`src/rtl/spi_flash_arbiter.sv`:
```
// rtl/spi_flash_arbiter.sv - two-port read arbiter for a mapped SPI flash reader; optional FLASH_ARB_LASTWORD_CACHE_EN last-word cache
module spi_flash_arbiter (
  input  logic        clk,
  input  logic        reset,
  input  logic        a_rstrb,
  input  logic [19:0] a_word_address,
  output logic [31:0] a_rdata,
  output logic        a_rbusy,
  input  logic        b_rstrb,
  input  logic [19:0] b_word_address,
  output logic [31:0] b_rdata,
  output logic        b_rbusy,
  output logic        flash_rstrb,
  output logic [19:0] flash_word_address,
  input  logic [31:0] flash_rdata,
  input  logic        flash_rbusy,
  input  logic        inval
);

  typedef enum logic [1:0] {IDLE, ISSUE, WAIT_BUSY, WAIT_DONE} state_t;

  state_t      state;
  state_t      state_nx;

  logic        a_pend;
  logic        b_pend;
  logic [19:0] a_addr;
  logic [19:0] b_addr;
  logic        gnt_b;
  logic        last_b;
  logic [3:0]  wait_cnt;

  logic        a_acc;
  logic        b_acc;
  logic        a_hit;
  logic        b_hit;
  logic        a_hit_busy;
  logic        b_hit_busy;
  logic [31:0] a_hit_data;
  logic [31:0] b_hit_data;
  logic        grant_b;
  logic        done;

  // A port is free to take a strobe only when nothing is outstanding on it
  assign a_rbusy = a_pend | a_hit_busy;
  assign b_rbusy = b_pend | b_hit_busy;
  assign a_acc   = a_rstrb & ~a_rbusy;
  assign b_acc   = b_rstrb & ~b_rbusy;

  // B wins when it is alone, or on a tie when A was served last
  assign grant_b = b_pend & (~a_pend | ~last_b);
  assign done    = (state == WAIT_DONE) & ~flash_rbusy;

`ifdef FLASH_ARB_LASTWORD_CACHE_EN
  logic        a_cvalid;
  logic        b_cvalid;
  logic [19:0] a_ctag;
  logic [19:0] b_ctag;
  logic [31:0] a_cdata;
  logic [31:0] b_cdata;

  assign a_hit      = a_acc & a_cvalid & (a_ctag == a_word_address);
  assign b_hit      = b_acc & b_cvalid & (b_ctag == b_word_address);
  assign a_hit_data = a_cdata;
  assign b_hit_data = b_cdata;

  // Last-word entries: fill on flash completion, inval wins over a fill
  always_ff @(posedge clk or negedge reset) begin
    if (!reset) begin
      a_cvalid <= 1'b0;
      b_cvalid <= 1'b0;
      a_ctag   <= '0;
      b_ctag   <= '0;
      a_cdata  <= '0;
      b_cdata  <= '0;
    end else begin
      if (done && !gnt_b) begin
        a_ctag  <= flash_word_address;
        a_cdata <= flash_rdata;
      end
      if (done && gnt_b) begin
        b_ctag  <= flash_word_address;
        b_cdata <= flash_rdata;
      end
      if (inval) begin
        a_cvalid <= 1'b0;
        b_cvalid <= 1'b0;
      end else begin
        if (done && !gnt_b) a_cvalid <= 1'b1;
        if (done && gnt_b)  b_cvalid <= 1'b1;
      end
    end
  end

  // A hit keeps rbusy up for exactly the cycle after the strobe
  always_ff @(posedge clk or negedge reset) begin
    if (!reset) begin
      a_hit_busy <= 1'b0;
      b_hit_busy <= 1'b0;
    end else begin
      a_hit_busy <= a_hit;
      b_hit_busy <= b_hit;
    end
  end
`else
  logic unused_inval;

  assign unused_inval = inval;
  assign a_hit        = 1'b0;
  assign b_hit        = 1'b0;
  assign a_hit_busy   = 1'b0;
  assign b_hit_busy   = 1'b0;
  assign a_hit_data   = '0;
  assign b_hit_data   = '0;
`endif

  // Pending slots: set by an accepted miss, cleared when its flash read completes
  always_ff @(posedge clk or negedge reset) begin
    if (!reset) begin
      a_pend <= 1'b0;
      b_pend <= 1'b0;
      a_addr <= '0;
      b_addr <= '0;
    end else begin
      if (a_acc) begin
        a_addr <= a_word_address;
        if (!a_hit) a_pend <= 1'b1;
      end else if (done && !gnt_b) begin
        a_pend <= 1'b0;
      end
      if (b_acc) begin
        b_addr <= b_word_address;
        if (!b_hit) b_pend <= 1'b1;
      end else if (done && gnt_b) begin
        b_pend <= 1'b0;
      end
    end
  end

  // Read data: loaded from the flash on completion or from the cache on a hit
  always_ff @(posedge clk or negedge reset) begin
    if (!reset) begin
      a_rdata <= '0;
      b_rdata <= '0;
    end else begin
      if (done && !gnt_b) a_rdata <= flash_rdata;
      else if (a_hit)     a_rdata <= a_hit_data;
      if (done && gnt_b)  b_rdata <= flash_rdata;
      else if (b_hit)     b_rdata <= b_hit_data;
    end
  end

  // Grant and flash address are captured once in IDLE and held through the read
  always_ff @(posedge clk or negedge reset) begin
    if (!reset) begin
      gnt_b              <= 1'b0;
      last_b             <= 1'b1;
      flash_word_address <= '0;
    end else begin
      if (state == IDLE && (a_pend || b_pend)) begin
        gnt_b              <= grant_b;
        flash_word_address <= grant_b ? b_addr : a_addr;
      end
      if (done) last_b <= gnt_b;
    end
  end

  // Counts cycles spent waiting for the flash reader to acknowledge a strobe
  always_ff @(posedge clk or negedge reset) begin
    if (!reset) begin
      wait_cnt <= '0;
    end else if (state == WAIT_BUSY) begin
      wait_cnt <= wait_cnt + 4'd1;
    end else begin
      wait_cnt <= '0;
    end
  end

  // State register
  always_ff @(posedge clk or negedge reset) begin
    if (!reset) state <= IDLE;
    else        state <= state_nx;
  end

  // Next state and the one-cycle flash strobe
  always_comb begin
    state_nx    = state;
    flash_rstrb = 1'b0;
    case (state)
      IDLE: begin
        if (a_pend || b_pend) state_nx = ISSUE;
      end
      ISSUE: begin
        flash_rstrb = 1'b1;
        state_nx    = WAIT_BUSY;
      end
      WAIT_BUSY: begin
        if (flash_rbusy)             state_nx = WAIT_DONE;
        else if (wait_cnt == 4'd15)  state_nx = ISSUE;
      end
      WAIT_DONE: begin
        if (!flash_rbusy) state_nx = IDLE;
      end
      default: state_nx = IDLE;
    endcase
  end

endmodule

```
`config.mk`:
```
export PLATFORM = sky130hd
export DESIGN_NAME = spi_flash_arbiter
export DESIGN_NICKNAME = d
export VERILOG_FILES = /design/src/rtl/spi_flash_arbiter.sv
export SDC_FILE = /design/constraint.sdc
export NUM_CORES = 1
export LEC_CHECK = 0
export ABC_AREA = 1
export BUFFER_PORTS_ARGS = -buffer_cell sky130_fd_sc_hd__buf_2
export CAP_MARGIN = 15
export CELL_PAD_IN_SITES_DETAIL_PLACEMENT = 1
export CELL_PAD_IN_SITES_GLOBAL_PLACEMENT = 2
export CORE_ASPECT_RATIO = 1.25
export CORE_MARGIN = 2
export CORE_UTILIZATION = 33
export DETAILED_ROUTE_END_ITERATION = 8
export PLACE_DENSITY = 0.81
export RECOVER_POWER = 50
export SYNTH_ARGS = -nofsm -noshare
export SYNTH_HDL_FRONTEND = slang
export SYNTH_SLANG_ARGS = --single-unit
```
`constraint.sdc`:
```
create_clock -name clk -period 2.6 [get_ports clk]
set_input_delay 0.65 -clock clk [delete_from_list [all_inputs] [get_ports clk]]
set_output_delay 0.65 -clock clk [all_outputs]
set_load 0.02 [all_outputs]
```
# Word level (Yosys, flattened, before mapping)
# Index checks and enable logic that the tools add are counted.
# op_classes
n_addsub	1
mul	0
div_mod_pow	0
magnitude_cmp	0
eq_ne	7
n_shift	0
muxes	12
bitwise_logic	9
n_reduce_logical	9
# ops
operator	count
20-bit two-way mux	1
2-bit two-way mux	4
2-bit case mux with 4 select lines	1
1-bit two-way mux	5
4-bit by 1-bit adder with 4-bit output (second input constant)	1
1-bit AND	4
2-bit == test (second input constant)	2
4-bit == test (second input constant)	1
4-bit two-way mux	1
1-bit inverter	4
2-bit nonzero test	2
1-bit logical AND	3
3-bit by 2-bit inequality test with 1-bit output (second input constant)	1
3-bit AND reduction	1
2-bit by 1-bit == test with 1-bit output (second input constant)	1
2-bit logical NOT	1
2-bit by 1-bit inequality test with 1-bit output (second input constant)	1
2-bit inequality test (second input constant)	1
1-bit logical NOT	1
1-bit logical OR	1
1-bit bitwise OR	1
# word_totals
reg_bits	134
latchBits	0
mem_bits_rw	0
romBits	0
in_bits	78
out_inout_bits	87
n_memories	0

# Logic depth before layout (Yosys ltp)
# Gate-level depths: netlist (run 1).
# depth
word_depth	5
mapped_depth	8

# Worst setup path before layout (run 1)
# No wires, ideal clock.
# synth_path
kind	in2reg
start	in flash_rbusy
end	reg a_rdata[0]
setup_time_ns	0.124
t_arrival_ns	1.333
path_slack_ns	1.144
path_stages	6
path_cell_list	inv_1 -> nand3_1 -> nor2_1 -> buf_4 -> buf_2 -> a21oi_1
# synth_between
elab_chain_len	3
# synth_rtl
item	line_no	source
from (decl)	16	input logic flash_rbusy,
1-bit inverter	52	assign done = (state == WAIT_DONE) & ~flash_rbusy;
1-bit AND	52	
1-bit logical AND	146	if (done && !gnt_b) a_rdata <= flash_rdata;
to (signal assigned)	146	
to (signal assigned)	147	else if (a_hit) a_rdata <= a_hit_data;
to (decl)	7	output logic [31:0] a_rdata,
# Every way passes these cells.
# A chain may end at the register's enable or synchronous reset.

# Worst setup path in the final report (run 1)
# layout_path
start	reg b_pend (netlist: b_rbusy)
end	reg b_addr[11]
# layout_between
elab_chain_len	2
# layout_rtl
item	line_no	source
from (decl)	26	logic b_pend;
from (signal assigned)	121	b_pend <= 1'b0;
from (signal assigned)	133	if (!b_hit) b_pend <= 1'b1;
from (signal assigned)	135	b_pend <= 1'b0;
1-bit inverter	48	assign b_acc = b_rstrb & ~b_rbusy;
1-bit AND	48	
to (signal assigned)	132	b_addr <= b_word_address;
to (decl)	28	logic [19:0] b_addr;
# Every way passes these cells.

==> flow_summary_export.csv, run 1 <==
group,metric,value,unit
timing,timing.fmax,476,MHz
setup_path,crit_buf_inv,2,
setup_path,path_cells,"inv_1, nand2_1, clkbuf_1, mux2_2",
synthesis,synth_top_area_share,62.5,%
flow_run,max_cap_viol_count,1,
synthesis,synthAdderAreaFrac,0.235,%
synthesis,yosysSeqAreaShare,63.0,%
clock_network,htree_levels,4,
setup_path,path_depth,4,
synthesis,yosys-top-cells-area,"dfrtp_1 (63%), nand2_1 (7.7%), a21oi_1 (5.0%), inv_1 (4.3%), mux2_2 (4.2%)",
power,ir_drop,0.542,mV
setup_path,worst-r2r-cell-count,4,
synthesis,synth-compound-area-share,8.46,%
synthesis,synthXorXnorAreaFrac,0.165,%
clock_network,cts-root-buf,"clkbuf_16",
floorplanning,core,15700,sq um
setup_path,crit_path_max_incr_delay,1.00,ns
layout,utilization,44.4,%
global_route,grt_max_degree,65,
layout,area_delta_synth_final,30.9,%
synthesis,ys_warn_count,0,
layout,fillers,1895,
route,drc,0,
place,port_buffers,163,
timing,slew-limit-headroom,-11.7,%
synthesis,synth_top_family_by_area,"simple AND/OR/NAND/NOR gates",
setup_path,critPathCaptureType,"flip-flop",
clock_network,tritoncts.num_buffers,17,
route,drt_pass1_iterations,4,
status,violations,"capacitance limit, slew limit",
timing,hold_viol_final,0,
clock_network,postCtsHoldBufs,0,
route,num_vias,4291,
layout,n_antenna_cell,0,
worst_hold_path,worstHoldPathType,"reg2reg",
timing,tns,0,ns
global_route,grt_pass1_vias,4636,
route,wirelength,13800,microns
synthesis,syn-mean-instance-area,9.66,sq um
floorplanning,io_pins,165,
setup_path,worstSetupPathType,"reg2reg",
timing,rsz0062_at_grt,"false",
global_route,antenna_found_initial,0,
timing,finClkSkew,0.00751,ns
timing,tightest_slew,1.68,ns
setup_path,cp.arrival,2.39,ns
floorplanning,start_util,33.9,%
global_route,grtUsageTotal,16.9,%
layout,nets,791,
setup_path,worstPathRequired,2.89,ns
power,powerDensity,1410,nW/um^2
synthesis,synthDistinctLibCells,22,
synthesis,synthSimpleGateAreaFrac,16.8,%
clock_network,clk_latency,0.41,ns
synthesis,synth_cells,551,
synthesis,synth_area,5320,sq um
layout,drive_above_1_share,33.6,%
worst_hold_path,holdPathStages,1,
place,place_hpwl,9520,microns
route,first_iter_violations,190,
timing,setup_viol,0,
synthesis,syn_nets,630,
layout,layout_commonest_cell,"buf_2",
timing,slew_violations,60,
floorplanning,row_count,51,
route,wl_per_cell,14.8,microns
place,gp_congestion,0.726,
route,viasPerCell,4.58,
setup_path,crit_fanout,22,
floorplanning,die_w,118,microns
layout,final_cell_mix,"buf_2 (162), dfrtp_1 (133), nand2_1 (109)",
synthesis,synthMuxAreaShare,4.23,%
clock_network,clockBufferDepth,2,
global_route,grt_pass1_wl,23400,microns
status,status,"finished with violations",
timing,fin_crit,2.10,ns
route,ant_nets,0,
timing,whs,0.465,ns
clock_network,tritoncts,"built",
synthesis,synth-seq-cells,134,
power,cellLeakagePower,0.00368,uW
global_route,grt_overflow,0,
floorplanning,die_h,146,microns
power,total_power,9840,uW
setup_path,cp_slowest_cell,"clkbuf_1",
timing,fin_crit_sh,80.8,%
clock_network,post_cts_resized,0,
clock_network,clk_pin_slew,0.06,ns
floorplanning,dieArea,17200,sq um
setup_path,critPathLaunchType,"flip-flop",
setup_path,critPathTopFamily,"buffers and inverters",
synthesis,yosysTopAreaCell,"dfrtp_1",
clock_network,clock-sinks,134,
clock_network,postCtsSetupBuffers,0,
[where the power goes]
group / total, uW / internal (uW) / switching (uW)
clock: 2440 / 1550 / 891
sequential: 3590 / 3100 / 494
combinational: 3810 / 1370 / 2440
[final timing paths]
path | startpoint | endpoint | slack [ns]
max | b_rbusy$_DFFE_PN0P_ | b_addr[11]$_DFFE_PN0P_ | 0.50
min | wait_cnt[0]$_DFF_PN0_ | wait_cnt[0]$_DFF_PN0_ | 0.46
max reg2reg | b_rbusy$_DFFE_PN0P_ | b_addr[11]$_DFFE_PN0P_ | 0.50
min reg2reg | wait_cnt[0]$_DFF_PN0_ | wait_cnt[0]$_DFF_PN0_ | 0.46
max in group asynchronous | reset | b_rdata[25]$_DFFE_PN0P_ | 0.93
min in group asynchronous | reset | b_rdata[5]$_DFFE_PN0P_ | 0.65
[through the flow]
step                      setup WS (ns)  std cells  cell area (sq um)
after global routing              0.343        936               6970
after detailed placement          0.671        905               6390
after CTS                         0.654        936               7000
final                             0.499        936               6970
after global placement            0.795        905               6390
after floorplan                    1.14        551               5320
[flip-flops by register name, indices dropped and copies added (netlist names), 2 cells and up]
signal / flops
b_addr: 20
a_rdata: 32
state: 2
b_rdata: 32
a_addr: 20
wait_cnt: 4
flash_word_address: 20
[cell usage after synthesis]
cell / n
o21ai_1: 3
nand4_1: 1
mux2_2: 20
nand3_1: 24
nand2_1: 109
nor2_1: 59
inv_2: 1
clkbuf_1: 11
ha_1: 1
buf_6: 2
buf_4: 1
or2_2: 19
xor2_1: 1
o21ai_0: 34
nand3b_1: 1
nor3_2: 1
buf_2: 14
clkbuf_2: 1
dfrtp_1: 133
dfstp_2: 1
a21oi_1: 53
inv_1: 61
[routing by layer]
| metal | part of all wire, % | GRT usage, % |
|---|---|---|
| met5 | 0 | 0 |
| met4 | 1.3 | 5.12 |
| met3 | 7.6 | 6.23 |
| met2 | 49 | 27.9 |
| met1 | 43 | 20.7 |
[cells by family (layout without fill, tap and decap cells)]
family	count (synthesis)	in the layout
simple gates	214	214
flops	134	134
buf+inv	91	264
compound gates	90	90
mux	20	20
fa+ha+maj	1	1
xor+xnor	1	1
[layout make-up]
type	instances	area, sq um	share of cell area (%)
clock inverters	12	153	2.19
repair buffers	171	920	13.2
flip-flops and latches	134	3350	48.1
clock buffers	19	453	6.50
well taps	212	265	3.81
multi-input cells	326	1590	22.8
inverters	62	233	3.34
No activity file was read; power rests on OpenSTA's default activity.
==> inputs of run 2 (changes only) <==
Settings changed: CORE_UTILIZATION 33 to 30, PLACE_DENSITY 0.81 to 0.74.
Clock period 2.6 ns to 1.95 ns, I/O delays scaled along.
==> run 2 against run 1 <==
Net effect: the flow now finishes without violations; non-clock buffer count up 2; critical endpoint is now flash_rstrb; sequential cell count unchanged; final cell count rose by 1.2%; critical path depth unchanged; clock-buffer cell count rose by 5; first-iteration DRC count down 57%; sequential power up 34%; worst setup slack got worse by 0.31 ns; largest power group unchanged.
==> flow_summary_export.csv, run 2 (synthesis results as in run 1) <==
group,metric,value,unit
clock_network,clk_pin_slew,0.06,ns
timing,tightest_slew,0.731,ns
floorplanning,core,17400,sq um
route,first_iter_violations,82,
clock_network,tritoncts,"built",
global_route,grtUsageTotal,15.9,%
layout,finalInstanceArea,6970,sq um
floorplanning,io_pins,165,
global_route,grt_overflow,0,
floorplanning,die_h,153,microns
clock_network,clockBufferDepth,2,
route,num_vias,4287,
timing,finClkSkew,0.00468,ns
clock_network,post_cts_resized,0,
route,wl_per_cell,15.0,microns
timing,slew-limit-headroom,51.3,%
setup_path,critPathLaunchType,"flip-flop",
setup_path,cp.arrival,1.27,ns
power,cellLeakagePower,0.00367,uW
place,place_hpwl,9730,microns
setup_path,crit_fanout,7,
worst_hold_path,worstHoldPathType,"in2reg",
setup_path,cpMostUsedCell,"inv_1",
floorplanning,die_w,123,microns
route,drt_pass1_iterations,7,
layout,n_antenna_cell,0,
clock_network,clock-sinks,134,
clock_network,htree_levels,4,
layout,final_cell_mix,"buf_2 (162), dfrtp_1 (133), nand2_1 (109)",
timing,fin_crit_sh,90.2,%
setup_path,worstPathRequired,1.46,ns
layout,nets,793,
setup_path,cp_slowest_cell,"dfrtp_1",
place,place_area,6420,sq um
layout,layout_commonest_cell,"buf_2",
floorplanning,start_util,30.5,%
route,drc,0,
setup_path,crit_path_max_incr_delay,0.46,ns
global_route,grt_max_degree,65,
global_route,grt_pass1_wl,23200,microns
clock_network,clk_latency,0.41,ns
setup_path,path_cells,"inv_1, nand2_1, inv_1, buf_2",
timing,hold_viol_final,0,
power,powerDensity,1880,nW/um^2
status,status,"finished clean",
floorplanning,row_count,54,
power,ir_drop,0.631,mV
layout,largest_registers,"a_rdata: 32 flops, b_rdata: 32 flops",
setup_path,r2r-start,"a_rbusy$_DFFE_PN0P_",
layout,drive_above_1_share,33.2,%
worst_hold_path,min_from,"b_word_address[17]",
timing,rsz0062_at_grt,"false",
layout,area_delta_synth_final,30.9,%
global_route,grt_pass1_vias,4660,
timing,fin_crit,1.76,ns
route,ant_nets,0,
route,viasPerCell,4.53,
clock_network,tritoncts.num_buffers,17,
floorplanning,dieArea,18800,sq um
global_route,antenna_found_initial,0,
timing,setup_viol,0,
flow_run,max_cap_viol_count,0,
place,port_buffers,163,
timing,tns,0,ns
place,gp_congestion,0.709,
timing,slew_violations,0,
clock_network,cts-root-buf,"clkbuf_16",
setup_path,worstSetupPathType,"reg2out",
timing,timing.fmax,569,MHz
setup_path,cp-startpoint,"state[1]$_DFFE_PN0P_",
route,wirelength,14200,microns
setup_path,critPathCaptureType,"primary output",
[run 2: power by group]
part	internal, uW	switching, uW
Clock	2120	1120
Sequential	4130	689
Combinational	1810	3220
Total	8060	5030
[run 2: worst paths after layout]
kind	endpoint	slack, ns	depth (start not counted)
max in group asynchronous	last_b$_DFFE_PN1P_	0.35	3
setup reg to reg	a_addr[1]$_DFFE_PN0P_	0.33	5
hold reg to reg	last_b$_DFFE_PN1P_	0.47	2
setup / recovery	flash_rstrb	0.19	4
hold / removal	b_addr[17]$_DFFE_PN0P_	0.31	2
min in group asynchronous	a_rdata[5]$_DFFE_PN0P_	0.67	2
[run 2: metrics by stage]
| step | cells | setup WS, ns | power, uW | utilization (%) | hold WS (ns) |
|---|---|---|---|---|---|
| 6_report | 947 | 0.192 | 13100 | 40.0 | 0.307 |
| 5_1_grt | 947 | 0.0912 | 14200 | 40.0 | 0.287 |
| 4_1_cts | 947 | 0.156 | 13400 | 40.2 | 0.283 |
| 3_5_place_dp | 918 | 0.334 | 10000 | 36.8 | 0.379 |
| 3_3_place_gp | 918 | 0.387 | 9810 | 36.8 | 0.377 |
| 2_1_floorplan | 551 | 0.626 | 8160 | - | 0.192 |
[run 2: layer usage]
layer	vias up	share of wire (%)	GRT usage [%]
met5	-	0	0
met4	0	1.4	6.33
met3	13	7.2	4.85
met2	134	50	27.1
met1	2085	42	18.3
li1	2055	-	-
[run 2: critical path, delay by kind of cell (launching register included)]
kind                   cells  cell delay (ns)
buffers and inverters      3             0.32
DFF                        1             0.46
and+or+nand+nor            1             0.08
[run 2: repair_timing]
item,CTS,global route
setup endpoints to repair,0,0
hold buffers,1,0
buffers inserted,0,0
endpoints found under the hold margin,23,0
[run 2: layout make-up]
cell class / instances / area, sq um
clock buffer: 24 / 492
inverter: 62 / 233
tap: 224 / 280
timing repair buffer: 173 / 917
fill: 2077 / 10500
clock inverter: 4 / 95.1
sequential: 134 / 3350
multi-input combinational: 326 / 1600
